`src/rtl/fetch_unit.sv`:
```
// Decoupled instruction-fetch front end: issues word-aligned fetch requests
// against a variable-latency in-order instruction memory, buffers returned
// instructions with their PCs in a small circular queue, and handles
// redirects by flushing the queue and discarding stale in-flight responses.
module fetch_unit #(
    parameter int              XLEN     = 32,
    parameter logic [XLEN-1:0] RESET_PC = '0,
    parameter int              QDEPTH   = 4
) (
    input  logic            clk,
    input  logic            reset,
    output logic            imem_req_valid,
    input  logic            imem_req_ready,
    output logic [XLEN-1:0] imem_req_addr,
    input  logic            imem_rsp_valid,
    input  logic [31:0]     imem_rsp_data,
    input  logic            redirect_valid,
    input  logic [XLEN-1:0] redirect_pc,
    output logic            inst_valid,
    input  logic            inst_ready,
    output logic [31:0]     inst_data,
    output logic [XLEN-1:0] inst_pc,
    output logic            flush_pending
);

    localparam int PW = $clog2(QDEPTH);
    localparam int CW = PW + 1;

    logic [XLEN-1:0] r_fetch_pc;
    logic [XLEN-1:0] r_rsp_pc;
    logic [CW-1:0]   r_outstanding;
    logic [CW-1:0]   r_drop_cnt;
    logic [CW-1:0]   r_count;
    logic [PW-1:0]   r_head;
    logic [PW-1:0]   r_tail;
    logic [XLEN-1:0] r_q_pc   [QDEPTH];
    logic [31:0]     r_q_data [QDEPTH];

    logic [CW:0]     w_credit_sum;
    logic            w_has_credit;
    logic            w_req_fire;
    logic            w_keep;
    logic            w_pop;
    logic [XLEN-1:0] w_redirect_pc;
    logic [CW-1:0]   w_out_after_rsp;

    // Credit covers both in-flight requests and queued entries, so a
    // response always finds a free slot and the queue cannot overflow.
    assign w_credit_sum    = {1'b0, r_outstanding} + {1'b0, r_count};
    assign w_has_credit    = (w_credit_sum < (CW+1)'(QDEPTH));
    assign imem_req_valid  = reset && !redirect_valid && w_has_credit;
    assign imem_req_addr   = r_fetch_pc;
    assign w_req_fire      = imem_req_valid && imem_req_ready;
    assign w_keep          = imem_rsp_valid && (r_drop_cnt == '0);
    assign w_pop           = (r_count != '0) && inst_ready;
    assign w_redirect_pc   = redirect_pc & ~XLEN'(3);
    assign w_out_after_rsp = r_outstanding - CW'(imem_rsp_valid);

    // Outputs are masked during the reset cycle so nothing downstream acts on
    // state that is about to be discarded.
    assign inst_valid      = reset && (r_count != '0);
    assign inst_data       = r_q_data[r_head];
    assign inst_pc         = r_q_pc[r_head];
    assign flush_pending   = reset && (r_drop_cnt != '0);

    // Control state: PCs, credit counters, queue pointers; redirect overrides all.
    always_ff @(posedge clk) begin
        if (!reset) begin
            r_fetch_pc    <= RESET_PC;
            r_rsp_pc      <= RESET_PC;
            r_outstanding <= '0;
            r_drop_cnt    <= '0;
            r_count       <= '0;
            r_head        <= '0;
            r_tail        <= '0;
        end else if (redirect_valid) begin
            // Every request still unanswered after this cycle is stale.
            r_fetch_pc    <= w_redirect_pc;
            r_rsp_pc      <= w_redirect_pc;
            r_outstanding <= w_out_after_rsp;
            r_drop_cnt    <= w_out_after_rsp;
            r_count       <= '0;
            r_head        <= '0;
            r_tail        <= '0;
        end else begin
            if (w_req_fire) begin
                r_fetch_pc <= r_fetch_pc + XLEN'(4);
            end
            r_outstanding <= r_outstanding + CW'(w_req_fire) - CW'(imem_rsp_valid);
            if (imem_rsp_valid && (r_drop_cnt != '0)) begin
                r_drop_cnt <= r_drop_cnt - CW'(1);
            end
            if (w_keep) begin
                r_tail   <= r_tail + PW'(1);
                r_rsp_pc <= r_rsp_pc + XLEN'(4);
            end
            if (w_pop) begin
                r_head <= r_head + PW'(1);
            end
            r_count <= r_count + CW'(w_keep) - CW'(w_pop);
        end
    end

    // Queue storage: written on a kept response, never reset.
    always_ff @(posedge clk) begin
        if (reset && !redirect_valid && w_keep) begin
            r_q_pc[r_tail]   <= r_rsp_pc;
            r_q_data[r_tail] <= imem_rsp_data;
        end
    end

endmodule

```
`config.mk`:
```
export PLATFORM = sky130hd
export DESIGN_NAME = fetch_unit
export DESIGN_NICKNAME = d
export VERILOG_FILES = /design/src/rtl/fetch_unit.sv
export SDC_FILE = /design/constraint.sdc
export NUM_CORES = 1
export LEC_CHECK = 0
export CELL_PAD_IN_SITES_DETAIL_PLACEMENT = 0
export CELL_PAD_IN_SITES_GLOBAL_PLACEMENT = 1
export CORE_AREA = 5 5 214 164
export DETAILED_ROUTE_END_ITERATION = 7
export DIE_AREA = 0 0 219 169
export PLACE_DENSITY = 0.79
export RECOVER_POWER = 100
export SETUP_SLACK_MARGIN = 0.02
export SYNTH_ARGS = -nofsm -noshare
export SYNTH_HDL_FRONTEND = slang
export SYNTH_SLANG_ARGS = --single-unit
export TNS_END_PERCENT = 30
```
`constraint.sdc`:
```
create_clock -name clk -period 5.1 [get_ports clk]
set_clock_uncertainty 0.1 [all_clocks]
set_input_delay 0.51 -clock clk [delete_from_list [all_inputs] [get_ports clk]]
set_output_delay 0.51 -clock clk [all_outputs]
set_load 0.005 [all_outputs]
```
==> results.cfg <==
[global_routing]
grt_pass1_vias = 7404
grt_max_degree = 63
antenna_found_initial = 0
grt_pass1_wl_um = 44100
grt_overflow = 0
grt_usage = 0.152

[routing]
wire_per_inst_um = 19.8
vias = 7531
initialDrtViolationCount = 585
drcViolationCount = 0
drt-total-wl_um = 28700
antenna_left = 0
firstDrtPassIters = 5
routed_via_density = 5.19

[power_and_ir_drop]
p_int_w = 0.00439
power.leakage_nw = 5.17
combPwrFrac = 0.070
vdd_ir_drop_max_mv = 0.194
netSwitchingFraction = 0.217
finalPower_w = 0.00561
powerDensity_nw_per_um2 = 351
seqPwrFrac = 0.532
pwr-share-clk = 0.398
p_sw_w = 0.00122

[layout]
n_antenna_cell = 0
final_nets = 1063
syn_to_final_growth_pct = 23.8
fin_util = 0.486
drive_gt1_frac = 0.133

[run_status]
status = finished with violations
violations = capacitance limit, slew limit

[synth]
synth_ff_type = edfxtp_1
synthCells = 804
synth_cell_types = 50
ys_ff_latch = 323
synth_simple_gate_area_frac = 0.0760
netlist_area_um2 = 12900
synth_top_family_by_area = multiplexers
seq_area_frac_synth = 0.692
synthAdderAreaFrac = 0.0186
ys_async_sr_fraction = 0
avgSynthCellArea_um2 = 16.1
synth_xor_xnor_area_share = 0.0332
synth_compound_area_frac = 0.0491
ys_warn_count = 0
synth_edf_count = 248
synth_mux_area_frac = 0.109

[floorplan]
dieArea_um2 = 37000
dieWidth_um = 219
ioPinCount = 169
core_area_um2 = 32900
num_rows = 58
die_h_um = 169
initial_core_util = 0.392

[clocking]
h-tree-depth = 1
ctsResizeCount = 0
post_cts_buffers = 0
clock_latency_ns = 0.56
cts_buffers = 31
clock-sinks = 323
cts_tree = done
cts-root-buf = clkbuf_16
cts.path.max_buffers = 3
cts.clk_slew.worst_paths_ns = 0.06
hold_buffers = 0

[timing]
rsz0062_at_grt = false
fin_setup_tns_ns = 0
whs_ns = 0.396
post-route-min-period_ns = 4.11
layout_setup_ws_ns = 0.987
slew_headroom = -0.259
worst_pin_slew_ns = 1.89
hold_viol = 0
setup_viol = 0
finalCritPeriodShare = 0.807
timing.fmax_mhz = 243
drv_slew = 273

[setup_path]
cp-start-kind = register
crit_required_ns = 4.49
cp-endpoint = inst_data[8]
worstPathArrival_ns = 3.50
path_class = register to output port
r2r-end = r_q_pc[1][21]
reg2reg_slack_ns = 1.22
end_kind = output port
r2r-start = r_drop_cnt[0]
critPathMaxFanout = 37
rr_worst_depth = 5

[placement]
io_buffers = 162
hpwl_um = 18700
gp_congestion = 0.797
dp_slack_ns = 1.33

[hold_path]
hp-class = register to register

[job]
maxCapViolations = 6
-- sequential cells by signal (all words and copies together), names as in the netlist, named ones only --
register       count
imem_req_addr     30
r_count            3
r_drop_cnt         3
r_head             2
r_outstanding      3
r_q_data         128
r_q_pc           120
r_rsp_pc          30
r_tail             2
-- worst max-delay path: stages (launching register included) --
cell	delay, ns
dfxtp_2	1.25
buf_4	0.48
mux4_2	0.57
dlygate4sd3_1	0.60
-- area by class of cell --
| cell class | instances | area, um2 |
|---|---|---|
| Multi-Input combinational cell | 421 | 3710 |
| Inverter | 23 | 87.6 |
| Sequential cell | 323 | 8950 |
| Clock buffer | 43 | 861 |
| Timing Repair Buffer | 175 | 1680 |
| Tap cell | 450 | 563 |
| Clock inverter | 15 | 140 |
| Fill cell | 2845 | 17000 |
-- cells by family after synthesis --
kind of cell               after synthesis
AOI/OAI and AO/OA                      114
muxes                                   63
xor gates and xnor gates                49
DFF                                    323
and+or+nand+nor                        173
adders and majority gates               18
other                                    1
buffers and inverters                   63
-- cell usage after synthesis (7+ instances only) --
cell / instances / area, um2
clkbuf_1: 25 / 93.8
ha_1: 16 / 200
a31oi_1: 15 / 93.8
nand4_1: 23 / 144
xor2_1: 20 / 175
inv_1: 21 / 78.8
or3_1: 8 / 50.1
nor3_1: 10 / 50.1
a21oi_1: 45 / 225
or4_1: 9 / 67.6
buf_2: 7 / 35.0
nand2_1: 34 / 128
o21ai_0: 38 / 190
nand3_1: 21 / 105
mux4_2: 62 / 1400
and3_1: 15 / 93.8
nor2_1: 24 / 90.1
edfxtp_1: 248 / 7450
xnor2_1: 29 / 254
dfxtp_1: 75 / 1500
-- worst min-delay path by stage --
| stage | start | to | slack [ns] | cells past startpoint |
|---|---|---|---|---|
| 2_1_floorplan | r_tail[0] | r_tail[0] | 0.37 | 2 |
| 3_3_place_gp | r_tail[0] | r_tail[0] | 0.38 | 2 |
| 3_5_place_dp | r_tail[0] | r_tail[0] | 0.39 | 2 |
| 4_1_cts | r_tail[0] | r_tail[0] | 0.40 | 2 |
| 5_1_grt | r_tail[0] | r_tail[0] | 0.45 | 2 |
| 6_report | r_tail[0] | r_tail[0] | 0.40 | 2 |
-- through the flow --
step | cell area (um2) | cells
after global routing | 16000 | 1450
after detailed placement | 15000 | 1392
after global placement | 15000 | 1392
final | 16000 | 1450
after floorplan | 12900 | 807
after CTS | 16000 | 1450
-- placed cells by master (no fill, tap or decap), types with 6 or more instances in the layout --
cell and count:
a31oi_1 15, xor2_1 20, mux4_2 62, clkbuf_1 16, nand3_1 21, nand4_1 23
clkinv_2 6, xnor2_1 29, edfxtp_1 248, dlygate4sd3_1 123, or4_1 9, dfxtp_1 73
or3_1 8, nor2_1 24, clkbuf_16 31, o21ai_0 38, clkdlybuf4s50_1 39, nand2_1 34
a21oi_1 45, nor3_1 10, inv_1 22, ha_1 16, o31ai_1 6, and3_1 13
-- power groups by stage --
stage | Clock (W) | Sequential [W] | Combinational [W]
after floorplan | 0 | 0.00301 | 0.000217
after CTS | 0.00229 | 0.00299 | 0.000425
after global routing | 0.00242 | 0.00300 | 0.000437
after global placement | 0 | 0.00304 | 0.000418
after detailed placement | 0 | 0.00304 | 0.000421
final | 0.00223 | 0.00299 | 0.000394
-- layer usage --
layer / vias up / part of all wire / GRT usage
li1: 3494 / - / -
met1: 3764 / 0.48 / 0.234
met2: 241 / 0.43 / 0.222
met3: 32 / 0.073 / 0.0402
met4: 0 / 0.016 / 0.0265
met5: - / 0 / 0
(Power assumes the default switching activity.)
==> variant (same flow settings) <==
`XLEN`: 32 -> 16.
--- a/src/rtl/fetch_unit.sv
+++ b/src/rtl/fetch_unit.sv
@@ -5,3 +5,3 @@
 module fetch_unit #(
-    parameter int              XLEN     = 32,
+    parameter int              XLEN     = 16,
     parameter logic [XLEN-1:0] RESET_PC = '0,
Ports: changed (resized imem_req_addr, inst_pc and redirect_pc); port bits go from 169 to 121. No check against the original RTL was run, so the function may have changed too.
==> variant against the unedited design <==
- the flow still finishes with violations (max-capacitance violations, max-slew violations)
- sequential cell count fell by 96
- wire length fell by 31%
- synthesized area fell by 30%
- worst setup slack improved by 0.14 ns
- total power fell by 29%
- final area fell by 28%
- synthesized cell count fell by 33%
- fmax rose by 3.5%
- critical path type is now reg -> reg
- largest cell class unchanged
==> variant: results (changes against the unedited design) <==
- Max cap viols: 1 (was 6)
- Non-Clock Inverter Count: 19 (was 23)
- Layout non-clock buf frac: 10.7% (was 10.5%)
- Worst vdd ir: 0.000186 V (was 0.000194 V)
- Status: finished, violations left (unchanged)
- Register area share after synthesis: 70.6% (was 69.2%)
- CTS Buf Count: 23 (was 31)
- Netlist cell types: 51 (was 50)
- Non-clk bufs: 128 (was 175)
- Metal1 wirelength: 9310 µm (was 13,700 µm)
- Clock buffer count in the final layout: 27 (was 43)
- FF+latch area: 0.00639 mm² (was 0.00895 mm²)
- Largest stage delay, worst path: 0.61 ns (was 1.25 ns)
- HP Start: imem_req_addr[8]$_SDFFE_PN0P_ (was r_tail[0]$_SDFFE_PP0P_)
- Max-Slew Margin vs Limit: -15.3% (was -25.9%)
- Mapped Cells: 535 (was 804)
- XOR/XNOR Fraction of Synth Area: 1.65% (was 3.32%)
- Placement Cell Area: 0.0108 mm² (was 0.0150 mm²)
- Worst r2r path cells: 13 (was 5)
- CP Max Fanout: 14 (was 37)
- Leakage power: 3.68 nW (was 5.17 nW)
- Via count: 5,111 (was 7,531)
- Vias per cell: 4.51 (was 5.19)
- Largest net degree at the start of global routing: 47 (was 63)
- Layout Cell Area excl Fill: 0.0115 mm² (was 0.0160 mm²)
- Starting DRT DRC Count: 415 (was 585)
- Failing checks: max-capacitance violations, max-slew violations (unchanged)
- Vias in the first global route: 5,341 (was 7,404)
- Post-synthesis mux area share: 11.8% (was 10.9%)
- Final Max Slew Viols: 47 (was 273)
- Reg2reg setup slack: 1.13 ns (was 1.22 ns)
- GRT Util Overall: 10.6% (was 15.2%)
- Synth area leaders: edfxtp_1, mux4_2, dfxtp_1 (was edfxtp_1, dfxtp_1, mux4_2)
- Placed cells: 1,091 (was 1,392)
- CP max-delay cell: or4b_1 (was dfxtp_2)
- IO Port Bufs: 114 (was 162)
- Number of synthesized flops with an enable pin: 184 (was 248)
- Top post-synthesis cells by count: edfxtp_1, mux4_2, dfxtp_1 (was edfxtp_1, dfxtp_1, mux4_2)
- Largest regs: r_q_data x128, r_q_pc x56 (was r_q_data x128, r_q_pc x120)
- Post-synthesis adder-cell area fraction: 2.65% (was 1.86%)
- Pre-CTS WS: 1.39 ns (was 1.33 ns)
- First-pass GRT wire length: 31,000 µm (was 44,100 µm)
- Data arrival time of the critical path: 4.26 ns (was 3.50 ns)
- Compound-Gate Fraction of Synth Area: 5.38% (was 4.91%)
- Drt pass-1 iters: 4 (was 5)
- GP Congestion: 0.805 (was 0.797)
==> variant: cell types whose count changed after synthesis, moves of 16 or more <==
cell      before  now
edfxtp_1     248  184
dfxtp_1       75   43
a21oi_1       45   18
o21ai_0       38   16
nand4_1       23    6
mux4_2        62   46
xnor2_1       29   13
xor2_1        20    4
==> variant: worst max-delay path: cells and delay by family (launching register included) <==
family / cells / cell delay, ns
adder cells (fa/ha/maj): 4 / 1.22
flip-flops: 1 / 0.34
XOR/XNOR: 2 / 0.30
buffers and inverters: 3 / 0.87
AO/OA/AOI/OAI: 1 / 0.19
AND/OR/NAND/NOR: 3 / 0.83
==> variant: report_power, final <==
part           total, W  switching [W]  internal, W
Clock           0.00162       0.000684     0.000937
Combinational  0.000285       0.000135     0.000150
Sequential      0.00210      0.0000517      0.00204
==> variant: layer usage <==
layer | up-vias | global-route usage, %
met5 | - | 0
met4 | 0 | 2.10
met3 | 25 | 2.49
met2 | 166 | 16.3
met1 | 2530 | 15.6
li1 | 2390 | -
